### config.mk
export PLATFORM = sky130hd
export DESIGN_NAME = input_skew_buffer_flat
export DESIGN_NICKNAME = d
export VERILOG_FILES = /design/src/rtl/tpu_pkg.sv /design/src/rtl/input_skew_buffer_if.sv /design/src/rtl/input_skew_buffer_delay_line.sv /design/src/rtl/input_skew_buffer.sv /design/src/flat_wrapper.sv
export SDC_FILE = /design/constraint.sdc
export NUM_CORES = 1
export LEC_CHECK = 0
export ABC_AREA = 1
export CORE_ASPECT_RATIO = 0.6
export CORE_MARGIN = 8
export CORE_UTILIZATION = 30
export DETAILED_ROUTE_END_ITERATION = 10
export DONT_BUFFER_PORTS = 1
export PLACE_DENSITY = 0.43
export SETUP_SLACK_MARGIN = 0.15
export SLEW_MARGIN = 20
export SYNTH_ARGS = -nofsm -noshare
export SYNTH_HDL_FRONTEND = slang
export SYNTH_SLANG_ARGS = --single-unit
### constraint.sdc
create_clock -name clk -period 1 [get_ports clk]
set_input_delay 0.2 -clock clk [delete_from_list [all_inputs] [get_ports clk]]
set_output_delay 0.2 -clock clk [all_outputs]
set_load 0.02 [all_outputs]
### src/rtl/tpu_pkg.sv
// Shared types for the systolic array front end: data word, lane word type and the
// skew buffer FSM encoding.
package tpu_pkg;

    localparam int DATA_W = 16;

    typedef logic signed [DATA_W-1:0] data_t;

    typedef enum logic [1:0] {
        ST_IDLE   = 2'd0,
        ST_STREAM = 2'd1,
        ST_DRAIN  = 2'd2,
        ST_DONE   = 2'd3
    } skew_state_e;

    // Drain counter width: holds N-1 for any N >= 1.
    function automatic int drain_cnt_w(input int n);
        return $clog2(n) + 1;
    endfunction

endpackage

### src/rtl/input_skew_buffer_if.sv
// Handshake and wavefront bundle of input_skew_buffer; master is the upstream/array
// side, slave is the skew buffer itself.
interface input_skew_buffer_if #(
    parameter int N = 2
) ();
    import tpu_pkg::*;

    data_t [N-1:0] flat_data_in;
    logic          flat_valid_in;
    logic          last_in;
    logic          in_ready;
    data_t [N-1:0] skewed_data_out;
    logic  [N-1:0] skewed_valid_out;
    logic          busy;
    logic          done;

    modport master (
        output flat_data_in, flat_valid_in, last_in,
        input  in_ready, skewed_data_out, skewed_valid_out, busy, done
    );

    modport slave (
        input  flat_data_in, flat_valid_in, last_in,
        output in_ready, skewed_data_out, skewed_valid_out, busy, done
    );
endinterface

### src/rtl/input_skew_buffer_delay_line.sv
// skew_delay_line: DELAY-stage shift register of {data, valid} for one lane;
// DELAY=0 degenerates to a wire.
module skew_delay_line
    import tpu_pkg::*;
#(
    parameter int DELAY = 1
) (
    input  logic  clk,
    input  logic  rst,
    input  data_t data_i,
    input  logic  valid_i,
    output data_t data_o,
    output logic  valid_o
);

    if (DELAY == 0) begin : g_wire
        assign data_o  = data_i;
        assign valid_o = valid_i;
    end else begin : g_shift
        data_t data_q  [DELAY];
        logic  valid_q [DELAY];

        // Shift every cycle; a non-accepted cycle travels down as a valid=0 bubble.
        always_ff @(posedge clk) begin
            if (!rst) begin
                for (int k = 0; k < DELAY; k++) begin
                    data_q[k]  <= '0;
                    valid_q[k] <= 1'b0;
                end
            end else begin
                data_q[0]  <= data_i;
                valid_q[0] <= valid_i;
                for (int k = 1; k < DELAY; k++) begin
                    data_q[k]  <= data_q[k-1];
                    valid_q[k] <= valid_q[k-1];
                end
            end
        end

        assign data_o  = data_q[DELAY-1];
        assign valid_o = valid_q[DELAY-1];
    end

endmodule

### src/rtl/input_skew_buffer.sv
// Input deskew: lane i delayed by i cycles into a diagonal wavefront, tile closed by
// last_in then drained with done. Optional INPUT_SKEW_ZERO_FILL_EN zeroes invalid lanes.
module input_skew_buffer
    import tpu_pkg::*;
#(
    parameter int N = 2
) (
    input  logic                clk,
    input  logic                rst,
    input_skew_buffer_if.slave  bus
);

    localparam int CNT_W = drain_cnt_w(N);

    skew_state_e       state_q, state_d;
    logic [CNT_W-1:0]  cnt_q, cnt_d;
    logic              in_ready_s;
    logic              busy_s;
    logic              done_s;
    logic              accept_s;
    data_t             lane_data_s  [N];
    logic              lane_valid_s [N];
    data_t [N-1:0]     out_data_s;
    logic  [N-1:0]     out_valid_s;

    assign accept_s = bus.flat_valid_in && in_ready_s;

    for (genvar i = 0; i < N; i++) begin : g_lane
        skew_delay_line #(.DELAY(i)) u_delay (
            .clk     (clk),
            .rst     (rst),
            .data_i  (bus.flat_data_in[i]),
            .valid_i (accept_s),
            .data_o  (lane_data_s[i]),
            .valid_o (lane_valid_s[i])
        );
    end

    // Collect lanes into the output vectors, optionally zeroing invalid data.
    always_comb begin
        out_data_s  = '0;
        out_valid_s = '0;
        for (int i = 0; i < N; i++) begin
            out_valid_s[i] = lane_valid_s[i];
`ifdef INPUT_SKEW_ZERO_FILL_EN
            if (lane_valid_s[i]) begin
                out_data_s[i] = lane_data_s[i];
            end else begin
                out_data_s[i] = '0;
            end
`else
            out_data_s[i] = lane_data_s[i];
`endif
        end
    end

    assign bus.skewed_data_out  = out_data_s;
    assign bus.skewed_valid_out = out_valid_s;

    // State and drain counter register.
    always_ff @(posedge clk) begin
        if (!rst) begin
            state_q <= ST_IDLE;
            cnt_q   <= '0;
        end else begin
            state_q <= state_d;
            cnt_q   <= cnt_d;
        end
    end

    // Next state, drain count and state-decoded handshake flags.
    always_comb begin
        state_d    = state_q;
        cnt_d      = cnt_q;
        in_ready_s = 1'b0;
        busy_s     = (state_q != ST_IDLE);
        done_s     = 1'b0;
        case (state_q)
            ST_IDLE, ST_STREAM: begin
                in_ready_s = 1'b1;
                if (accept_s && bus.last_in) begin
                    if (N == 1) begin
                        state_d = ST_DONE;
                    end else begin
                        state_d = ST_DRAIN;
                        cnt_d   = CNT_W'(N - 1);
                    end
                end else if (accept_s) begin
                    state_d = ST_STREAM;
                end else begin
                    state_d = state_q;
                end
            end
            ST_DRAIN: begin
                cnt_d = cnt_q - CNT_W'(1);
                if (cnt_q == CNT_W'(1)) begin
                    state_d = ST_DONE;
                end else begin
                    state_d = ST_DRAIN;
                end
            end
            ST_DONE: begin
                done_s  = 1'b1;
                cnt_d   = '0;
                state_d = ST_IDLE;
            end
            default: begin
                cnt_d   = '0;
                state_d = ST_IDLE;
            end
        endcase
    end

    assign bus.in_ready = in_ready_s;
    assign bus.busy     = busy_s;
    assign bus.done     = done_s;

endmodule

### src/flat_wrapper.sv
// flat-port wrapper written by rule: the top's interface ports become plain ports
module input_skew_buffer_flat import tpu_pkg::*;
#(
    parameter int N = 2
)
  (clk, rst, bus_flat_data_in, bus_flat_valid_in, bus_last_in, bus_in_ready, bus_skewed_data_out, bus_skewed_valid_out, bus_busy, bus_done);
  input_skew_buffer_if #(.N(N)) bus_i ();
  input  logic clk;
  input  logic rst;
  input wire logic [$bits(bus_i.flat_data_in)-1:0] bus_flat_data_in;
  input wire logic [$bits(bus_i.flat_valid_in)-1:0] bus_flat_valid_in;
  input wire logic [$bits(bus_i.last_in)-1:0] bus_last_in;
  output wire logic [$bits(bus_i.in_ready)-1:0] bus_in_ready;
  output wire logic [$bits(bus_i.skewed_data_out)-1:0] bus_skewed_data_out;
  output wire logic [$bits(bus_i.skewed_valid_out)-1:0] bus_skewed_valid_out;
  output wire logic [$bits(bus_i.busy)-1:0] bus_busy;
  output wire logic [$bits(bus_i.done)-1:0] bus_done;
  assign bus_i.flat_data_in = bus_flat_data_in;
  assign bus_i.flat_valid_in = bus_flat_valid_in;
  assign bus_i.last_in = bus_last_in;
  assign bus_in_ready = bus_i.in_ready;
  assign bus_skewed_data_out = bus_i.skewed_data_out;
  assign bus_skewed_valid_out = bus_i.skewed_valid_out;
  assign bus_busy = bus_i.busy;
  assign bus_done = bus_i.done;
  input_skew_buffer #(.N(N)) u_core (.clk(clk), .rst(rst), .bus(bus_i));
endmodule
==> key figures <==
Timing
  – Fin crit period: 1.06 ns
  – Final setup viols: 3
  – Fmax: approximately 950 MHz
  – Unrepaired setup endpoints after global routing: yes
  – Worst Tran Pin Value: around 0.22 ns
  – Slew HR: 0.856
  – Final worst slack: -0.0554 ns
  – Max Slew Vio Count: 0
  – Final Cycle Share: 1.06
  – Final Hold Viols: 0
  – Worst Skew: about 0.00031 ns

Min path
  – Tightest Hold Check Type: in2reg
  – Hold-critical path endpoint: u_core.g_lane[1].u_delay.g_shift.data_q[0][6]
  – Critical hold path startpoint: rst
  – Hold depth: 2

Logic synthesis
  – Synth warn: 0
  – Distinct cells, synth: 11
  – Avg Cell Area, Syn: about 8.0 um2
  – Top cell type's share of synthesized area: 0.519
  – Synth Register Bits: 21
  – Area contributors post-synth: dfxtp_1 (52%), buf_4 (17%), nand2_1 (13%), inv_1 (11%), a21oi_1 (3.1%)
  – Post-Syn Instances: 101
  – Synth Cell Area: a little over 800 um2
  – Seq/Total Area, Yosys: 0.519
  – Dominant cell type by area after synthesis: dfxtp_1
  – Post-synthesis net count: 138

Routing
  – Vias/cell: between 4 and 5
  – Post-route ant nets: 0
  – WL final: 1.64 mm
  – Wire per inst: around 14 um
  – Drc violations: 0
  – DR iter-0 viols: 12
  – Pre-antenna DRT Iters: 4
  – Routed vias: 502

Die
  – Die boundary height: 56.2 um
  – Die area: between 4000 and 5000 um2
  – Initial Utilization: 0.319
  – Core footprint: ~2500 um2
  – Io pins: 73
  – Die X: 83.1 um
  – Row Count: 14

Pwr
  – Design Power: 1.62 mW
  – Int Power: 1.21 mW
  – Register share of total power: 0.584
  – Gate power share: 0.087
  – Pwr/cell area: ~1800 nW/um2
  – Max rail drop VDD: between 0.6 and 0.7 mV
  – Clock share of power: 0.329
  – Net Sw Frac: 0.253
  – NetSw: 410 uW
  – Static leakage: roughly 0.47 nW

Clock tree
  – Num CTS Buffers: 3
  – Clock Latency Late Sink: 0.25 ns
  – CTS tree: done
  – H-tree levels: 1
  – Clock Path Buffers: 2
  – Clk slew on worst S/H paths: about 0.07 ns
  – Clock Sinks: 21
  – Clock root buffer: clkbuf_8

Worst setup path
  – FF-to-FF setup slack: around 0.1 ns
  – Crit Path Max Fanout: 6
  – Worst r2r dst: u_core.state_q[0]
  – Critical path launch point type: flop
  – Worst Setup End Kind: output pin
  – RR Startpoint: u_core.state_q[1]
  – CP required: roughly 0.80 ns
  – Critical Path AT: between 0.8 and 0.9 ns
  – Worst-case reg-to-reg path depth: 4
  – Worst setup path category: reg2out

Layout
  – Most common cell after layout, fill and taps aside: nand2_1
  – Final Util: 0.353
  – Final #Nets: between 100 and 150
  – Synth-to-layout area growth: 10.8%
  – Most frequent cells in the layout: nand2_1 (24), inv_1 (20), dfxtp_4 (18)
  – Layout cells sized above 1: 0.438
  – Diode count: 0

Global routing
  – First-pass GRT wire length: approximately 2.6 mm
  – GRT Residual Overflow: 0
  – Initial antenna violation count: 0
  – Largest net degree at the start of global routing: 18
  – Vias in the first global route: about 500
  – Total Routing Usage GR: 0.0698

Status
  – Status: finished with violations
  – Failing checks: setup timing

Place
  – GP Congestion: 0.745
  – I/O Buffers: 0
  – Dpl hpwl: ~1.2 mm

Job
  – Max cap viols: 0
## per-stage QoR
step / cell area [um2] / worst slack (ns) / hold WS [ns] / setup TNS, ns / instances
after floorplan: 812 / 0.149 / 0.298 / 0 / 101
after global placement: 714 / 0.115 / 0.297 / 0 / 114
after detailed placement: 714 / 0.101 / 0.300 / 0 / 114
after CTS: 855 / -0.0589 / 0.0286 / -0.131 / 120
after global routing: 897 / -0.0791 / 0.0232 / -0.194 / 121
final: 897 / -0.0554 / 0.0399 / -0.105 / 121
## worst max-delay path, cell delays in order, from the launching register on
cell     delay (ns)
dfxtp_4        0.38
nor2_4         0.10
buf_6          0.12
## layout make-up
cell class,count,area (um2)
clock buffer,4,45.0
tap,32,40.0
inverter,24,92.6
fill,250,1640
timing repair buffer,4,33.8
sequential,21,489
multi-input combinational,36,196
## state kept, by name, summed over array words and instances, names as in the netlist
name                                   count
u_core.g_lane.u_delay.g_shift.data_q      16
u_core.g_lane.u_delay.g_shift.valid_q      1
u_core.cnt_q                               2
u_core.state_q                             2
## kinds of logic after synthesis
kind of cell	count (synthesis)	synth area share
AOI/OAI and AO/OA	5	0.0309
adders and majority gates	1	0.0155
buffers and inverters	44	0.291
DFF	21	0.519
and+or+nand+nor	30	0.144
## worst max-delay path by stage
stage | startpoint | depth (start not counted) | slack, ns | end
global route | u_core.state_q[1] | 2 | -0.08 | bus_skewed_valid_out[0]
global placement | u_core.state_q[1] | 2 | 0.11 | bus_busy
detailed placement | u_core.state_q[1] | 2 | 0.10 | bus_skewed_valid_out[0]
finish | u_core.state_q[1] | 2 | -0.06 | bus_skewed_valid_out[0]
floorplan | u_core.state_q[1] | 2 | 0.15 | bus_skewed_valid_out[0]
CTS | u_core.state_q[1] | 2 | -0.06 | bus_skewed_valid_out[0]
## power groups by stage
stage                     Combinational [mW]  Sequential (mW)  Clock, mW
final                                  0.141            0.947      0.534
after global routing                   0.158            0.953      0.596
after CTS                              0.127            0.956      0.575
after detailed placement               0.105            0.982          0
after global placement                 0.101            0.983          0
after floorplan                        0.199            0.968          0
## Yosys cell counts (all sizes together)
cell    n
dfxtp  21
a21oi   5
ha      1
inv    24
nor2    1
nor3    1
buf    20
nand2  28
## layer usage
metal,up-vias,wire length [um],GRT usage,part of all wire
met2,28,672,0.0971,0.41
met3,8,210,0.0512,0.13
li1,243,-,-,-
met4,0,42,0.0423,0.026
met1,223,713,0.0740,0.44
met5,-,0,0,0
## repair_timing
item	CTS	global route
endpoints found under the setup margin	24	24
gates resized for setup	39	12
hold buffers	0	0
buffers inserted	2	1
pin swaps	1	3
gates cloned	0	0
No activity file was read; power rests on OpenSTA's default activity.
